==> src/rtl/vslc_pkg.sv <==
// rtl/vslc_pkg.sv - shared constants and types for the VSLC timer configuration front end
package vslc_pkg;

    localparam int PERIOD_W_DEF = 10;

    localparam logic [1:0] OP_NOP  = 2'b00;
    localparam logic [1:0] OP_LDA  = 2'b01;
    localparam logic [1:0] OP_LDB  = 2'b10;
    localparam logic [1:0] OP_CTRL = 2'b11;

    localparam int CTRL_EN     = 0;
    localparam int CTRL_COMMIT = 1;

    typedef enum logic [2:0] {
        ST_IDLE = 3'd0,
        ST_LO_A = 3'd1,
        ST_HI_A = 3'd2,
        ST_LO_B = 3'd3,
        ST_HI_B = 3'd4
    } cfg_state_e;

endpackage

==> src/rtl/vslc_cfg_shadow.sv <==
// rtl/vslc_cfg_shadow.sv - shadow/active register bundle for periods A, B and enable, with commit timing
module vslc_cfg_shadow
    import vslc_pkg::*;
#(
    parameter int PERIOD_W = PERIOD_W_DEF
) (
    input  logic                clk,
    input  logic                rst_n,
    input  logic [7:0]          wr_byte,
    input  logic                we_a_lo,
    input  logic                we_a_hi,
    input  logic                we_b_lo,
    input  logic                we_b_hi,
    input  logic                we_en,
    input  logic                commit_req,
    input  logic [PERIOD_W-1:0] timer_counter_w,
    output logic [PERIOD_W-1:0] period_a,
    output logic [PERIOD_W-1:0] period_b,
    output logic                enabled,
    output logic                commit_pending
);

    logic [PERIOD_W-1:0] shadow_a_q, shadow_a_d;
    logic [PERIOD_W-1:0] shadow_b_q, shadow_b_d;
    logic                shadow_en_q, shadow_en_d;
    logic [PERIOD_W-1:0] active_a_q, active_a_d;
    logic [PERIOD_W-1:0] active_b_q, active_b_d;
    logic                active_en_q, active_en_d;
    logic                pending_q, pending_d;
    logic                commit_fire;

    // A running timer is only reloaded as it wraps through zero.
    assign commit_fire = pending_q && (!active_en_q || (timer_counter_w == '0));

    always_comb begin
        shadow_a_d  = shadow_a_q;
        shadow_b_d  = shadow_b_q;
        shadow_en_d = shadow_en_q;
        active_a_d  = active_a_q;
        active_b_d  = active_b_q;
        active_en_d = active_en_q;
        pending_d   = pending_q;

        if (we_a_lo) shadow_a_d[7:0]          = wr_byte;
        if (we_a_hi) shadow_a_d[PERIOD_W-1:8] = wr_byte[PERIOD_W-9:0];
        if (we_b_lo) shadow_b_d[7:0]          = wr_byte;
        if (we_b_hi) shadow_b_d[PERIOD_W-1:8] = wr_byte[PERIOD_W-9:0];
        if (we_en)   shadow_en_d              = wr_byte[CTRL_EN];

        if (commit_fire) begin
            active_a_d  = shadow_a_q;
            active_b_d  = shadow_b_q;
            active_en_d = shadow_en_q;
            pending_d   = 1'b0;
        end
        if (commit_req) pending_d = 1'b1;
    end

    always_ff @(posedge clk or negedge rst_n) begin
        if (!rst_n) begin
            shadow_a_q  <= '0;
            shadow_b_q  <= '0;
            shadow_en_q <= 1'b0;
            active_a_q  <= '0;
            active_b_q  <= '0;
            active_en_q <= 1'b0;
            pending_q   <= 1'b0;
        end else begin
            shadow_a_q  <= shadow_a_d;
            shadow_b_q  <= shadow_b_d;
            shadow_en_q <= shadow_en_d;
            active_a_q  <= active_a_d;
            active_b_q  <= active_b_d;
            active_en_q <= active_en_d;
            pending_q   <= pending_d;
        end
    end

    assign period_a       = active_a_q;
    assign period_b       = active_b_q;
    assign enabled        = active_en_q;
    assign commit_pending = pending_q;

endmodule

==> src/rtl/vslc_timer_cfg.sv <==
// rtl/vslc_timer_cfg.sv - byte-serial configuration front end feeding the VSLC timer
module vslc_timer_cfg
    import vslc_pkg::*;
#(
    parameter int PERIOD_W = PERIOD_W_DEF
) (
    input  logic                clk,
    input  logic                rst_n,
    input  logic                wr_valid,
    input  logic [7:0]          wr_data,
    output logic                wr_ready,
    input  logic [PERIOD_W-1:0] timer_counter_w,
    output logic [PERIOD_W-1:0] timer_period_a,
    output logic [PERIOD_W-1:0] timer_period_b,
    output logic                timer_enabled,
    output logic                commit_pending,
    output logic                cfg_err,
    input  logic                clr_err
);

    localparam logic [7:0] HI_MASK = 8'((1 << (PERIOD_W - 8)) - 1);

    cfg_state_e state_q, state_d;
    logic       cfg_err_q, cfg_err_d;
    logic       accept;
    logic       new_err;
    logic       we_a_lo, we_a_hi, we_b_lo, we_b_hi, we_en, commit_req;

    assign wr_ready = !commit_pending;
    assign accept   = wr_valid && wr_ready;

    always_comb begin
        state_d    = state_q;
        new_err    = 1'b0;
        we_a_lo    = 1'b0;
        we_a_hi    = 1'b0;
        we_b_lo    = 1'b0;
        we_b_hi    = 1'b0;
        we_en      = 1'b0;
        commit_req = 1'b0;

        if (accept) begin
            case (state_q)
                ST_IDLE: begin
                    case (wr_data[7:6])
                        OP_LDA:  state_d = ST_LO_A;
                        OP_LDB:  state_d = ST_LO_B;
                        OP_CTRL: begin
                            we_en      = 1'b1;
                            commit_req = wr_data[CTRL_COMMIT];
                            new_err    = |wr_data[5:2];
                        end
                        default: state_d = ST_IDLE;
                    endcase
                end
                ST_LO_A: begin
                    we_a_lo = 1'b1;
                    state_d = ST_HI_A;
                end
                ST_HI_A: begin
                    we_a_hi = 1'b1;
                    new_err = |(wr_data & ~HI_MASK);
                    state_d = ST_IDLE;
                end
                ST_LO_B: begin
                    we_b_lo = 1'b1;
                    state_d = ST_HI_B;
                end
                ST_HI_B: begin
                    we_b_hi = 1'b1;
                    new_err = |(wr_data & ~HI_MASK);
                    state_d = ST_IDLE;
                end
                default: state_d = ST_IDLE;
            endcase
        end

        // A fresh error outranks a simultaneous clear.
        cfg_err_d = (clr_err ? 1'b0 : cfg_err_q) | new_err;
    end

    always_ff @(posedge clk or negedge rst_n) begin
        if (!rst_n) begin
            state_q   <= ST_IDLE;
            cfg_err_q <= 1'b0;
        end else begin
            state_q   <= state_d;
            cfg_err_q <= cfg_err_d;
        end
    end

    assign cfg_err = cfg_err_q;

    vslc_cfg_shadow #(
        .PERIOD_W(PERIOD_W)
    ) u_shadow (
        .clk            (clk),
        .rst_n          (rst_n),
        .wr_byte        (wr_data),
        .we_a_lo        (we_a_lo),
        .we_a_hi        (we_a_hi),
        .we_b_lo        (we_b_lo),
        .we_b_hi        (we_b_hi),
        .we_en          (we_en),
        .commit_req     (commit_req),
        .timer_counter_w(timer_counter_w),
        .period_a       (timer_period_a),
        .period_b       (timer_period_b),
        .enabled        (timer_enabled),
        .commit_pending (commit_pending)
    );

endmodule

==> config.mk <==
export PLATFORM = sky130hd
export DESIGN_NAME = vslc_timer_cfg
export DESIGN_NICKNAME = d
export VERILOG_FILES = /design/src/rtl/vslc_pkg.sv /design/src/rtl/vslc_cfg_shadow.sv /design/src/rtl/vslc_timer_cfg.sv
export SDC_FILE = /design/constraint.sdc
export NUM_CORES = 1
export LEC_CHECK = 0
export CAP_MARGIN = 20
export CORE_MARGIN = 3
export CORE_UTILIZATION = 52
export DETAILED_ROUTE_END_ITERATION = 10
export GPL_TIMING_DRIVEN = 0
export PLACE_DENSITY = 0.77
export SLEW_MARGIN = 20
export SYNTH_ARGS = -nofsm -noshare
export SYNTH_HDL_FRONTEND = slang
export SYNTH_SLANG_ARGS = --single-unit
==> constraint.sdc <==
create_clock -name clk -period 2.2 [get_ports clk]
set_clock_uncertainty 0.1 [all_clocks]
set_input_delay 0.44 -clock clk [delete_from_list [all_inputs] [get_ports clk]]
set_output_delay 0.44 -clock clk [all_outputs]
set_load 0.005 [all_outputs]
After elaboration in Yosys (flattened, before gate mapping)
Cells that the tools add are included.
{ "word_totals": {"ff_bits": 47, "input_bits": 22, "elab_cells": 54} }
{ "classes": {"eq_ne": 8, "muxes": 22, "n_bitwise": 1, "reduce_logical": 12} }
{ "ops": {"columns": ["cell", "count"], "rows": [
  ["$mux W1", 19],
  ["$pmux W3 S3", 2],
  ["$logic_not A10 Y1", 1],
  ["$eq A3 B2 Y1 const B", 2],
  ["$reduce_or A6 Y1", 1],
  ["$eq A2 B2 Y1 const B", 2],
  ["$reduce_or A4 Y1", 1],
  ["$eq A3 B1 Y1 const B", 1],
  ["$eq A3 B3 Y1 const B", 1],
  ["$logic_not A3 Y1", 1],
  ["$eq A2 B1 Y1 const B", 1],
  ["$logic_and A1 B1 Y1", 2],
  ["$logic_not A1 Y1", 2],
  ["$ne A2 B2 Y1 const B", 1],
  ["$pmux W1 S2", 1],
  ["$reduce_and A2 Y1", 1],
  ["$reduce_bool A2 Y1", 1],
  ["$reduce_or A2 Y1", 1],
  ["$logic_or A1 B1 Y1", 1],
  ["$or A1 B1 Y1", 1]
]} }

Longest topological paths before layout
Gate-level depths: netlist of the first run.
{ "depth": {"depth_word": 5, "depth_mapped": 5, "ltp_nobuf": 5} }

Modules after synthesis
From an unflattened synthesis of the first run, not the netlist that was laid out.
{ "unflattened": {"hier_cells": 254, "area_unflattened_um2": 2581.2} }
{ "modules_own_cells": {"columns": ["module", "n_inst", "cells_per_inst", "area_each_um2"], "rows": [
  ["vslc_cfg_shadow", 1, 216, 2240.9],
  ["vslc_timer_cfg", 1, 38, 340.3]
]} }

Worst setup path after synthesis of the first run
Ideal clock, no wire load.
{ "synth_timing": {"kind": "input port to flip-flop", "startpoint": "input timer_counter_w[1]", "endpoint": "register u_shadow.active_b_q[7], in the netlist u_shadow.period_b[7]", "setup_ps": 132, "arrival_ps": 1658, "t_required_ps": 1968, "path_slack_ps": 309, "stages": 5, "n_path_buf": 2, "path_cell_list": "or4_4 -> buf_2 -> buf_2 -> a222oi_1 -> nand3_1"} }
{ "synth_between": {"elab_chain_cells": 3} }
{ "synth_rtl": {"columns": ["element", "line", "rtl"], "rows": [
  ["start, declared", "vslc_timer_cfg.sv:12", "input logic [PERIOD_W-1:0] timer_counter_w,"],
  ["$logic_not A10 Y1", "vslc_cfg_shadow.sv:33", "assign commit_fire = pending_q && (!active_en_q || (timer_counter_w == '0));"],
  ["$logic_or A1 B1 Y1", "vslc_cfg_shadow.sv:33", null],
  ["$logic_and A1 B1 Y1", "vslc_cfg_shadow.sv:33", null],
  ["end signal, assigned", "vslc_cfg_shadow.sv:73", "active_b_q <= active_b_d;"],
  ["end, declared", "vslc_cfg_shadow.sv:27", "logic [PERIOD_W-1:0] active_b_q, active_b_d;"]
]} }
Every way passes these cells.
A chain may end at the register's enable or synchronous reset.

Final worst setup path of the first run
Same ends and word-level chain as after synthesis.

==> summary by stage, run 1 <==
Outcome
The flow ran to the end, and the final reports show no timing, DRC or antenna violations.

Final layout
Cells fill a little over 70% of the core in the end. The antenna diode instance count is 0. The net count of the finished layout is 330. The share of cells above drive strength 1 is 13.7%. The synthesis-to-finish area growth is 27.0%. The final-layout fill cell count is 360. With fillers left out, the area of the finished cells amounts to roughly 3200 um2.

Timing
The worst relative slew slack is 56.3%. Derived from the worst setup path, the maximum achievable clock frequency is between 400 and 500 MHz. After routing, the total negative slack on setup checks comes to 0 ns. Dividing the final minimum period by the clock period gives 97.8%. Setup repair after global routing left no endpoint under its margin. Across all hold checks on the routed design, the worst slack comes to roughly 0.38 ns. The final count of pins violating max slew is 0. The number of endpoints with negative hold slack in the final report is 0. For the finished layout, the period the worst path requires is 2.15 ns.

The slew at the pin closest to its max-slew limit is ~0.65 ns. Setup violations remaining at the end of the flow were counted as 0.

Global route
The global-route wire length before repair is 11.2 mm. The number of antenna violations at the first check in global routing is 0. For this run, the total global-route usage over all layers was measured as 24.0%. The total grt overflow is 0. The number of global-route vias before repair came to around 2.2k. Entering global routing, the biggest net connects 33 pins.

Yosys
In this run the biggest area consumer among cell types represents 46.2% of the synthesized area. In this run, synthesis inferred 0 flip-flops with an integrated enable. The number of nets in the synthesized netlist is 276. The share of synthesized flip-flops with an asynchronous set or reset is 100%. Dividing the synthesized area by the synthesized cell count gives just over 10 um2. The yosys synthesis warning count is 0. The sequential cell area fraction in the yosys report is between 40 and 50%.

sky130_fd_sc_hd__dfrtp_1 is the most common cell in the netlist. The post-synthesis cell count is 251. Among all flip-flop cells after synthesis, the most frequent one is sky130_fd_sc_hd__dfrtp_1. The post-synthesis cell area is about 2500 um2. The number of distinct standard cells referenced by the synthesized netlist is 31.

Counting flops and latches in the post-synthesis netlist gives 47. By area the synthesized netlist is led by sky130_fd_sc_hd__dfrtp_1 (46%), sky130_fd_sc_hd__mux2_2 (8.0%), sky130_fd_sc_hd__a222oi_1 (7.9%). The commonest cells after synthesis are sky130_fd_sc_hd__dfrtp_1 (47), sky130_fd_sc_hd__nand2_1 (26), sky130_fd_sc_hd__nand3_1 (23), sky130_fd_sc_hd__o21ai_0 (22), sky130_fd_sc_hd__or4_1 (21). sky130_fd_sc_hd__dfrtp_1 takes more of the synthesized area than any other cell.

Die
The overall die height is around 76 um. The initial core utilization is 56.2%. The floorplan core area is 4530 um2.

The number of primary I/O pins is 46. Measured along the x axis, the die boundary spans 76.0 um. The die footprint is 5770 um2. The total number of placement rows is 24.

Setup path
The critical path goes through clkdlybuf4s50_1 > or4_4 > buf_4 > buf_2 > a222oi_1 > nand3_1. STA classifies the critical path startpoint as an input pin. The data arrival time of the worst path is between 2 and 2.5 ns. On the worst path, the slowest cell contributes a delay of about 0.57 ns. The capturing element type of the critical path is a register. The slowest stage cell on the critical path is sky130_fd_sc_hd__or4_4. The required time of the critical path is about 2.3 ns. By startpoint and endpoint, the worst setup path is classified as input pin to register. Of all nets on the critical path, the largest fanout is 10.

Drt
The met2 layer wire length in the routed design is 3.15 mm. The pre-antenna-repair detailed-routing pass consisted of 6 iterations. Signal routing reaches up to met4. The total wirelength of the detailed-routed design is 6.64 mm. Wire segments on met3 add up to 567 um in the final route. The number of vias per cell after detailed routing is 6.24. The count of unresolved DRC violations after routing is 0.

After detailed routing, the average wire length per cell comes to 17.9 um. The starting DRC count in detailed routing is 345. The count of antenna-violating nets left after detailed routing is 0. The total number of vias is 2316. The detailed router put a total of 2.81 mm of wire on met1.

Place
The wire-length estimate of the detail-placed layout is approximately 4.8 mm. The placer's final routability congestion estimate is 0.840. Input and output buffers added on the ports amount to 45. The placed instance area is 3090 um2.

Power and ir drop
Summing internal, switching and leakage power gives 2740 uW. The static power due to leakage is roughly 0.0012 uW. Across the VDD grid, the largest voltage drop is 0.000670 V. In this run the power density over the cells is 847 nW/um2.

Clocking
The root buffer cell chosen for the clock tree is sky130_fd_sc_hd__clkbuf_8. The clock tree synthesis step divided the H-tree into 2 levels. The maximum number of buffers from clock root to sink is 2. The clock tree from TritonCTS is yes. TritonCTS created 5 clock buffers.

The source-to-sink clock delay at the later pin of the worst-skew pair is 0.30 ns. Clock-pin slew was measured on the worst setup and hold paths at 0.09 ns. The number of sinks on the clock net is 47.

Flow run
The max-cap violation count is 0.

Min path
In this run the worst hold path is classified as register to register.
## cells in the final DEF, fill, tap and decap left out, types with 12 or more instances in the layout
master,count
sky130_fd_sc_hd__nand2_1,26
sky130_fd_sc_hd__dfrtp_1,46
sky130_fd_sc_hd__o21ai_0,20
sky130_fd_sc_hd__or4_1,21
sky130_fd_sc_hd__and2_1,20
sky130_fd_sc_hd__a222oi_1,20
sky130_fd_sc_hd__nand3_1,23
sky130_fd_sc_hd__clkdlybuf4s50_1,44
sky130_fd_sc_hd__mux2_2,18
sky130_fd_sc_hd__clkbuf_1,12
## state kept, by name, indices dropped and copies added (netlist names)
signal	count
u_shadow.shadow_b_q	10
u_shadow.period_b	10
cfg_err	1
u_shadow.period_a	10
u_shadow.commit_pending	1
u_shadow.shadow_a_q	10
u_shadow.enabled	1
u_shadow.shadow_en_q	1
state_q	3
## per-stage QoR
stage,std cells,worst slack (ns)
global route,371,0.00565
detailed placement,362,-0.285
CTS,371,0.0338
floorplan,251,0.309
global placement,361,-0.729
finish,371,0.0490
## final cells by class
class | count | area (um2) | area share, %
Sequential cell | 47 | 1180 | 36.4
Inverter | 4 | 15.0 | 0.464
Clock buffer | 6 | 82.6 | 2.55
Multi-Input combinational cell | 178 | 1250 | 38.5
Timing Repair Buffer | 48 | 483 | 14.9
Buffer | 21 | 110 | 3.40
Tap cell | 65 | 81.3 | 2.51
Clock inverter | 2 | 38.8 | 1.20
## critical path: cells and delay by family
| kind | cells | cell delay, ns |
|---|---|---|
| buf+inv | 3 | 0.78 |
| simple gates | 2 | 0.70 |
| compound gates | 1 | 0.31 |
## cell families (layout without fill, tap and decap cells)
family / after synthesis / after routing / share of synthesized area (%)
AO/OA/AOI/OAI: 47 / 47 / 13.7
XOR/XNOR: 1 / 1 / 0.344
adder cells (fa/ha/maj): 3 / 3 / 1.47
buffers and inverters: 26 / 81 / 4.86
flip-flops: 47 / 47 / 46.2
multiplexers: 21 / 21 / 9.29
AND/OR/NAND/NOR: 106 / 106 / 24.1
## layer usage
layer,track usage (%),vias to the layer above
met5,0,-
met4,7.97,0
met3,4.14,10
met2,37.7,125
met1,33.8,1119
li1,-,1062
## timing repair
action	4_1_cts	5_1_grt
resized for setup	3	8
hold endpoints to repair	15	0
pin swaps	0	3
buffers inserted	1	0
endpoints found under the setup margin	1	14
hold buffers	1	0
cloned	0	0
## power by group
group          switching (uW)  leakage (uW)  internal (uW)  total, uW
Sequential                238      0.000514           1090       1320
Clock                     299     0.0000618            374        673
Combinational             370      0.000661            371        742
## path summary, 6_finish.rpt
path	from	to	slack, ns	cells after the start
worst max-delay path	timer_counter_w[1]	u_shadow.period_b[7]	0.05	6
worst min-delay path	u_shadow.shadow_en_q	u_shadow.enabled	0.38	2
worst max register to register	u_shadow.commit_pending	u_shadow.shadow_en_q	0.24	4
worst min register to register	u_shadow.shadow_en_q	u_shadow.enabled	0.38	2
max in group asynchronous	rst_n	u_shadow.commit_pending	1.02	3
min in group asynchronous	rst_n	u_shadow.period_a[3]	0.48	2
Power figures use the tool's default switching activity.
==> inputs of run 2 (changes only) <==
--- a/config.mk
+++ b/config.mk
@@ -10,6 +10,7 @@
 export CORE_UTILIZATION = 52
 export DETAILED_ROUTE_END_ITERATION = 10
 export GPL_TIMING_DRIVEN = 0
+export MAX_ROUTING_LAYER = met4
 export PLACE_DENSITY = 0.77
 export SLEW_MARGIN = 20
 export SYNTH_ARGS = -nofsm -noshare
==> summary by stage, run 2 (synthesis results as in run 1) <==
Timing
Setup violations remaining at the end of the flow were counted as 0. The final critical-path share of the clock period is 98.1%. After layout, the minimum clock period comes to 2.16 ns. The final count of pins violating max slew is 0. The highest clock frequency the design can meet is 463 MHz. The number of endpoints with negative hold slack in the final report is 0. Across all hold checks on the routed design, the worst slack comes to ~0.4 ns.

Setup repair after global routing left no endpoint under its margin. For the pin with the worst max-slew slack, the measured transition is between 0.6 and 0.7 ns. Measured against its own limit, the worst slew margin works out to 56.3%.

Global route
The pin count of the biggest net entering global routing is 33. The number of global-route vias before repair is 2170. The global-route wire length before repair is 11.2 mm. The overall routing resource usage is 24.7%.

The total grt overflow is 0. The number of antenna violations at the first check in global routing came to 0.

Power and ir drop
The power density of the placed cells is about 850 nW/um2. The switching power as a share of total power is between 30 and 40%. In this run the power spent charging and discharging nets is between 900 and 1000 uW.

Summed over all cells, the static leakage comes to 0.00124 uW. The share of total power dissipated in combinational logic is 27.0%. Cell internal power was estimated by the tool at 1830 uW. Registers are responsible for 48.2% of the overall power. The clock share of power is 24.8%. The peak supply drop is about 0.00067 V.

Setup path
The worst register-to-register path has a setup slack of 0.24 ns. The capturing element type of the critical path is a register. The worst setup path is of the input pin to register kind. The worst-path maximum fanout is 10. The kind of launch point of the worst setup path is an input pin.

On the worst path, the slowest cell contributes a delay of 0.58 ns. The length in cells of the worst reg-to-reg path is 4. In this run the critical register-to-register path is captured at u_shadow.shadow_en_q. Walking the worst path, the cells encountered are clkdlybuf4s50_1 > or4_4 > buf_4 > buf_2 > a222oi_1 > nand3_1. The origin of the critical flop-to-flop path is u_shadow.commit_pending. The required time of the critical path is 2.28 ns. The slowest stage of the critical path belongs to the cell sky130_fd_sc_hd__or4_4. Data on the critical path arrives at its endpoint at 2.24 ns.

Final layout
Relative to the synthesized area, the layout overhead comes to 27.0%. The count of non-filler cells in the finished layout is 371. In the final design database the tool counted 330 nets. The library cells used most frequently in the layout, excluding fill and tap cells, are sky130_fd_sc_hd__dfrtp_1 (46), sky130_fd_sc_hd__clkdlybuf4s50_1 (44), sky130_fd_sc_hd__nand2_1 (26), sky130_fd_sc_hd__nand3_1 (23), sky130_fd_sc_hd__or4_1 (21). The register cell area after layout is 1180 um2. The library cell used most frequently in the layout, excluding fill and tap cells, is sky130_fd_sc_hd__dfrtp_1. For this run, the share of the core covered by cells in the final layout is about 71%.

Once layout is done, the placed cells without fillers occupy 3230 um2. After filler insertion, the fill cell instance count of the layout stands at 360. The antenna diode instance count is 0. Summing all multi-input logic gate instances after layout gives 1250 um2. The post-route netlist has 13.7% of its cells at a drive strength greater than 1.

Die
The overall die height is 76.0 um. The die footprint is roughly 5800 um2. In this run the core area contains 24 standard-cell rows.

The initial utilization of the core area, before any placement, comes to a little under three fifths. The overall die width is 76.0 um. The number of primary I/O pins is 46. The floorplan step defined a core boundary enclosing 4530 um2.

Clocking
The maximum number of buffers from clock root to sink is 2. The cell sitting at the root of the clock tree is a sky130_fd_sc_hd__clkbuf_8. The number of H-tree levels is 2. The clock buffer count from CTS is 5.

TritonCTS built the clock tree. Counting every sink on the clock net gives 47. The source-to-sink clock delay at the later pin of the worst-skew pair is 0.30 ns. Clock-pin slew was measured on the worst setup and hold paths at ~0.090 ns.

Min path
The terminating pin of the worst hold path is u_shadow.enabled. The worst hold path cell count is 2. The type of the tightest min-delay check is register to register. The source of the worst hold timing path is u_shadow.shadow_en_q.

Drt
The wire length on met1 is around 3.0 mm. The post-detailed-route wirelength per cell is 18.1 um. The number of vias per cell after detailed routing is 6.28. The total number of vias is 2331. The count of nets left with antenna violations once routing finished came out at 0. The uppermost layer routed is met4. The count of TritonRoute iterations in the first routing pass is 6. Wires add up to around 6.7 mm.

The length of routed met3 wiring is 491 um. The starting DRC count in detailed routing is about 290. The met2 layer wire length in the routed design is between 3 and 4 mm. The count of unresolved DRC violations after routing is 0.

Flow run
The tool flagged a number of max-cap violations equal to 0.

Place
Once detailed placement completed, the half-perimeter wirelength came to 4.84 mm. The count of buffers from port buffering is 45. The placed instance area is roughly 3100 um2. After detailed placement, the design holds a cell count of 362.

The congestion estimate from routability-driven global placement came to 0.853.

Outcome
The run finished with clean final reports.
## run 2: power groups by stage
stage	logic [uW]	clock network (uW)	registers, uW
after floorplan	482	0	1230
after global placement	698	0	1310
after detailed placement	721	0	1330
after CTS	739	685	1310
after global routing	819	725	1350
final	742	680	1330
## run 2: what timing repair did
action                                  4_1_cts  5_1_grt
endpoints found under the setup margin        1       14
pin swaps                                     0        3
gates resized for setup                       3        8
buffers inserted                              1        0
gates cloned                                  0        0
endpoints found under the hold margin        15        0
hold buffers                                  1        0
## run 2: per-layer routing
layer	global-route usage, %	vias up
met3	4.14	10
met4	7.97	0
met5	-	-
met1	33.8	1137
li1	-	1066
met2	37.7	118
## run 2: critical path, delay by kind of cell
family,cells,cell delay (ns)
AO/OA/AOI/OAI,1,0.31
buffers and inverters,3,0.78
AND/OR/NAND/NOR,2,0.71
## run 2: worst max path at each step
stage                            start                    to  slack, ns  cells past startpoint
floorplan           timer_counter_w[1]  u_shadow.period_b[7]       0.31                      5
global placement                 rst_n  u_shadow.shadow_en_q      -0.73                      1
detailed placement  timer_counter_w[1]  u_shadow.period_b[7]      -0.28                      6
CTS                 timer_counter_w[1]  u_shadow.period_b[7]       0.03                      6
global route        timer_counter_w[1]  u_shadow.period_b[4]      0.006                      6
finish              timer_counter_w[1]  u_shadow.period_b[7]       0.04                      6
## run 2: metrics by stage
step / total power (uW) / setup TNS (ns) / setup WS [ns]
floorplan: 1710 / 0 / 0.309
global placement: 2010 / -38.94 / -0.729
detailed placement: 2050 / -5.43 / -0.285
CTS: 2740 / 0 / 0.0338
global route: 2890 / 0 / 0.00566
finish: 2750 / 0 / 0.0410
## run 2: cell type report
cell class | instances | area share, %
timing repair buffer | 48 | 14.9
clock buffer | 6 | 2.55
tap | 65 | 2.51
sequential | 47 | 36.4
buffer | 21 | 3.40
clock inverter | 2 | 1.20
inverter | 4 | 0.464
multi-input combinational | 178 | 38.5
==> inputs of run 3 (changes only) <==
--- a/config.mk
+++ b/config.mk
@@ -12,7 +12,7 @@
 export GPL_TIMING_DRIVEN = 0
 export MAX_ROUTING_LAYER = met4
 export PLACE_DENSITY = 0.77
-export SLEW_MARGIN = 20
+export SLEW_MARGIN = 10
 export SYNTH_ARGS = -nofsm -noshare
 export SYNTH_HDL_FRONTEND = slang
 export SYNTH_SLANG_ARGS = --single-unit
==> summary by stage, run 3 (synthesis results as in run 1) <==
Outcome
The run finished with clean final reports.

Drt
The count of antenna-violating nets left after detailed routing is 0. In this run, the number of DRC markers left after iteration 0 of detailed routing was 246. The first detailed-routing pass ran for 7 iterations. After detailed routing, the number of remaining DRC violations is 0.

After detailed routing, the average wire length per cell comes to 18.2 um. The number of vias per cell after detailed routing is 6.29. For this block, the routed nets add up to 6.75 mm of wire. Summing over every cut layer, the via total after detailed routing is 2333.

Setup path
In this run the worst path has a maximum fanout of 10. On the critical path, the stage with the largest delay is an instance of sky130_fd_sc_hd__or4_4. The origin of the critical flop-to-flop path is u_shadow.commit_pending. The capturing element type of the critical path is a register. The type of the setup path with the least slack is input pin to register. The kind of launch point of the worst setup path is an input pin. Tracing the worst setup path back leads to its startpoint at timer_counter_w[1].

The critical path's most frequent cell is sky130_fd_sc_hd__buf_4. The required time of the critical path is about 2.3 ns. The delay contributed by the slowest stage of the critical path is 0.58 ns. Traced cell by cell, the critical path runs through clkdlybuf4s50_1 > or4_4 > buf_4 > buf_4 > a222oi_1 > nand3_1. The data arrival time of the worst path is ~2.2 ns. Measured in cells, the most critical reg-to-reg path has a length of 4.

Timing
Static timing analysis puts the maximum clock frequency at ~460 MHz. Dividing the final minimum period by the clock period gives 98.3%. The worst hold-check slack is between 0.3 and 0.4 ns. The setup slack after layout is between 0.03 and 0.04 ns. In this run the tightest slew margin relative to its limit is a little under three fifths. The number of endpoints with negative hold slack in the final report is 0. For the pin with the worst max-slew slack, the measured transition is 0.641 ns. The setup TNS after final layout is 0 ns. The final count of pins violating max slew is 0. Setup repair after global routing left no endpoint under its margin. The clock period minus final worst setup slack is approximately 2.2 ns.

The final setup violation count is 0.

Final layout
The final instance area is 3240 um2. For this run, the post-layout net count is 330. The antenna diode instance count is 0.

Cells with a size suffix above 1 make up a little over an eighth of the layout. The utilization after layout is between 70% and 80%. Leaving out fill and tap cells, the most frequent cell in the layout is sky130_fd_sc_hd__dfrtp_1.

The layout has 355 filler cells. The library cells used most frequently in the layout, excluding fill and tap cells, are sky130_fd_sc_hd__dfrtp_1 (46), sky130_fd_sc_hd__clkdlybuf4s50_1 (44), sky130_fd_sc_hd__nand2_1 (26), sky130_fd_sc_hd__nand3_1 (23), sky130_fd_sc_hd__or4_1 (21). Relative to the synthesized area, the layout overhead comes to 27.2%.

Power and ir drop
The static power due to leakage is 0.00124 uW. The peak supply drop is 0.000729 V. In this run the power density over the cells is 850 nW/um2.

Die
The floorplan step defined a die boundary enclosing 5770 um2. 46 I/O pins were placed. After floorplanning, the core was sized to cover roughly 4500 um2. The total number of placement rows is 24.

For this configuration, the core starts out at a cell density of 56.2%. The overall die height is 76.0 um. The overall die width is ~76 um.

Clocking
The clock tree synthesis step divided the H-tree into 2 levels. TritonCTS built the clock tree. The number of sinks on the clock net is 47. The source-to-sink clock delay at the later pin of the worst-skew pair is ~0.30 ns.

The clock tree root buffer cell is sky130_fd_sc_hd__clkbuf_8. The clock transition time at the flip-flop clock pins of the worst setup and hold paths is 0.09 ns. The number of clock buffers added by TritonCTS is 5. The longest clock path from root to sink contains 2 buffers.

Global route
The number of global-route vias before repair is 2163. The total grt overflow is 0. The first global-routing pass estimated 11.3 mm of wire. Entering global routing, the biggest net connects 35 pins.

Global routing used roughly 25% of the available tracks. The number of antenna violations at the first check in global routing is 0.

Place
During placement, the flow inserted port buffers numbering 45. The placer's final routability congestion estimate is 0.853. OpenSTA, run right after detailed placement, puts the worst setup slack at -0.286 ns. After detailed placement, the total cell area comes to 3090 um2. Once detailed placement completed, the half-perimeter wirelength came to just under 5 mm.

Min path
The source of the worst hold timing path is u_shadow.shadow_en_q. Counting instances, the worst hold path has a depth of 2. In this run the worst hold path is classified as register to register.

Flow run
Across the run, the number of max-cap violations was 0.
[run 3: cell count changes in the layout (fill, tap and decap cells not counted)]
| cell | change |
|---|---|
| sky130_fd_sc_hd__dlygate4sd1_1 | +1 |
| sky130_fd_sc_hd__clkbuf_2 | -1 |
[run 3: worst paths after layout]
kind / end / slack [ns]
worst max-delay path: u_shadow.period_b[2] / 0.04
worst min-delay path: u_shadow.enabled / 0.38
worst max register to register: u_shadow.shadow_en_q / 0.25
worst min register to register: u_shadow.enabled / 0.38
max in group asynchronous: u_shadow.commit_pending / 1.03
min in group asynchronous: u_shadow.period_a[4] / 0.46
[run 3: repair_timing]
item	in CTS	in global routing
buffers inserted	1	0
gates resized for setup	3	7
pin swaps	0	5
endpoints found under the setup margin	1	12
hold endpoints to repair	13	0
hold buffers	1	0
[run 3: critical path: cells and delay by family]
family,cells,cell delay [ns]
AOI/OAI and AO/OA,1,0.33
buffers and inverters,3,0.77
and+or+nand+nor,2,0.70
[run 3: report_power, final]
| group | internal [uW] | switching, uW | leakage (uW) |
|---|---|---|---|
| sequential | 1090 | 241 | 0.000514 |
| clock | 374 | 306 | 0.0000618 |
| combinational | 372 | 374 | 0.000660 |
| total | 1830 | 921 | 0.00124 |
[run 3: routing by layer]
metal	GRT usage, %	vias up	routed length [um]
met4	7.61	0	95
met2	38.3	118	3190
met1	33.7	1144	2880
met5	-	-	0
li1	-	1063	-
met3	5.08	8	578
[run 3: final cells by class]
class / instances / area [um2] / share of cell area, %
clock buffer: 6 / 82.6 / 2.55
multi-input combinational: 178 / 1250 / 38.5
inverter: 4 / 15.0 / 0.464
timing repair buffer: 48 / 483 / 14.9
clock inverter: 2 / 38.8 / 1.20
tap: 65 / 81.3 / 2.51
buffer: 21 / 114 / 3.52
sequential: 47 / 1180 / 36.4
[run 3: metrics by stage]
step	total power [uW]	instances
floorplan	1710	251
global placement	2010	361
detailed placement	2050	362
CTS	2740	371
global route	2900	371
finish	2750	371
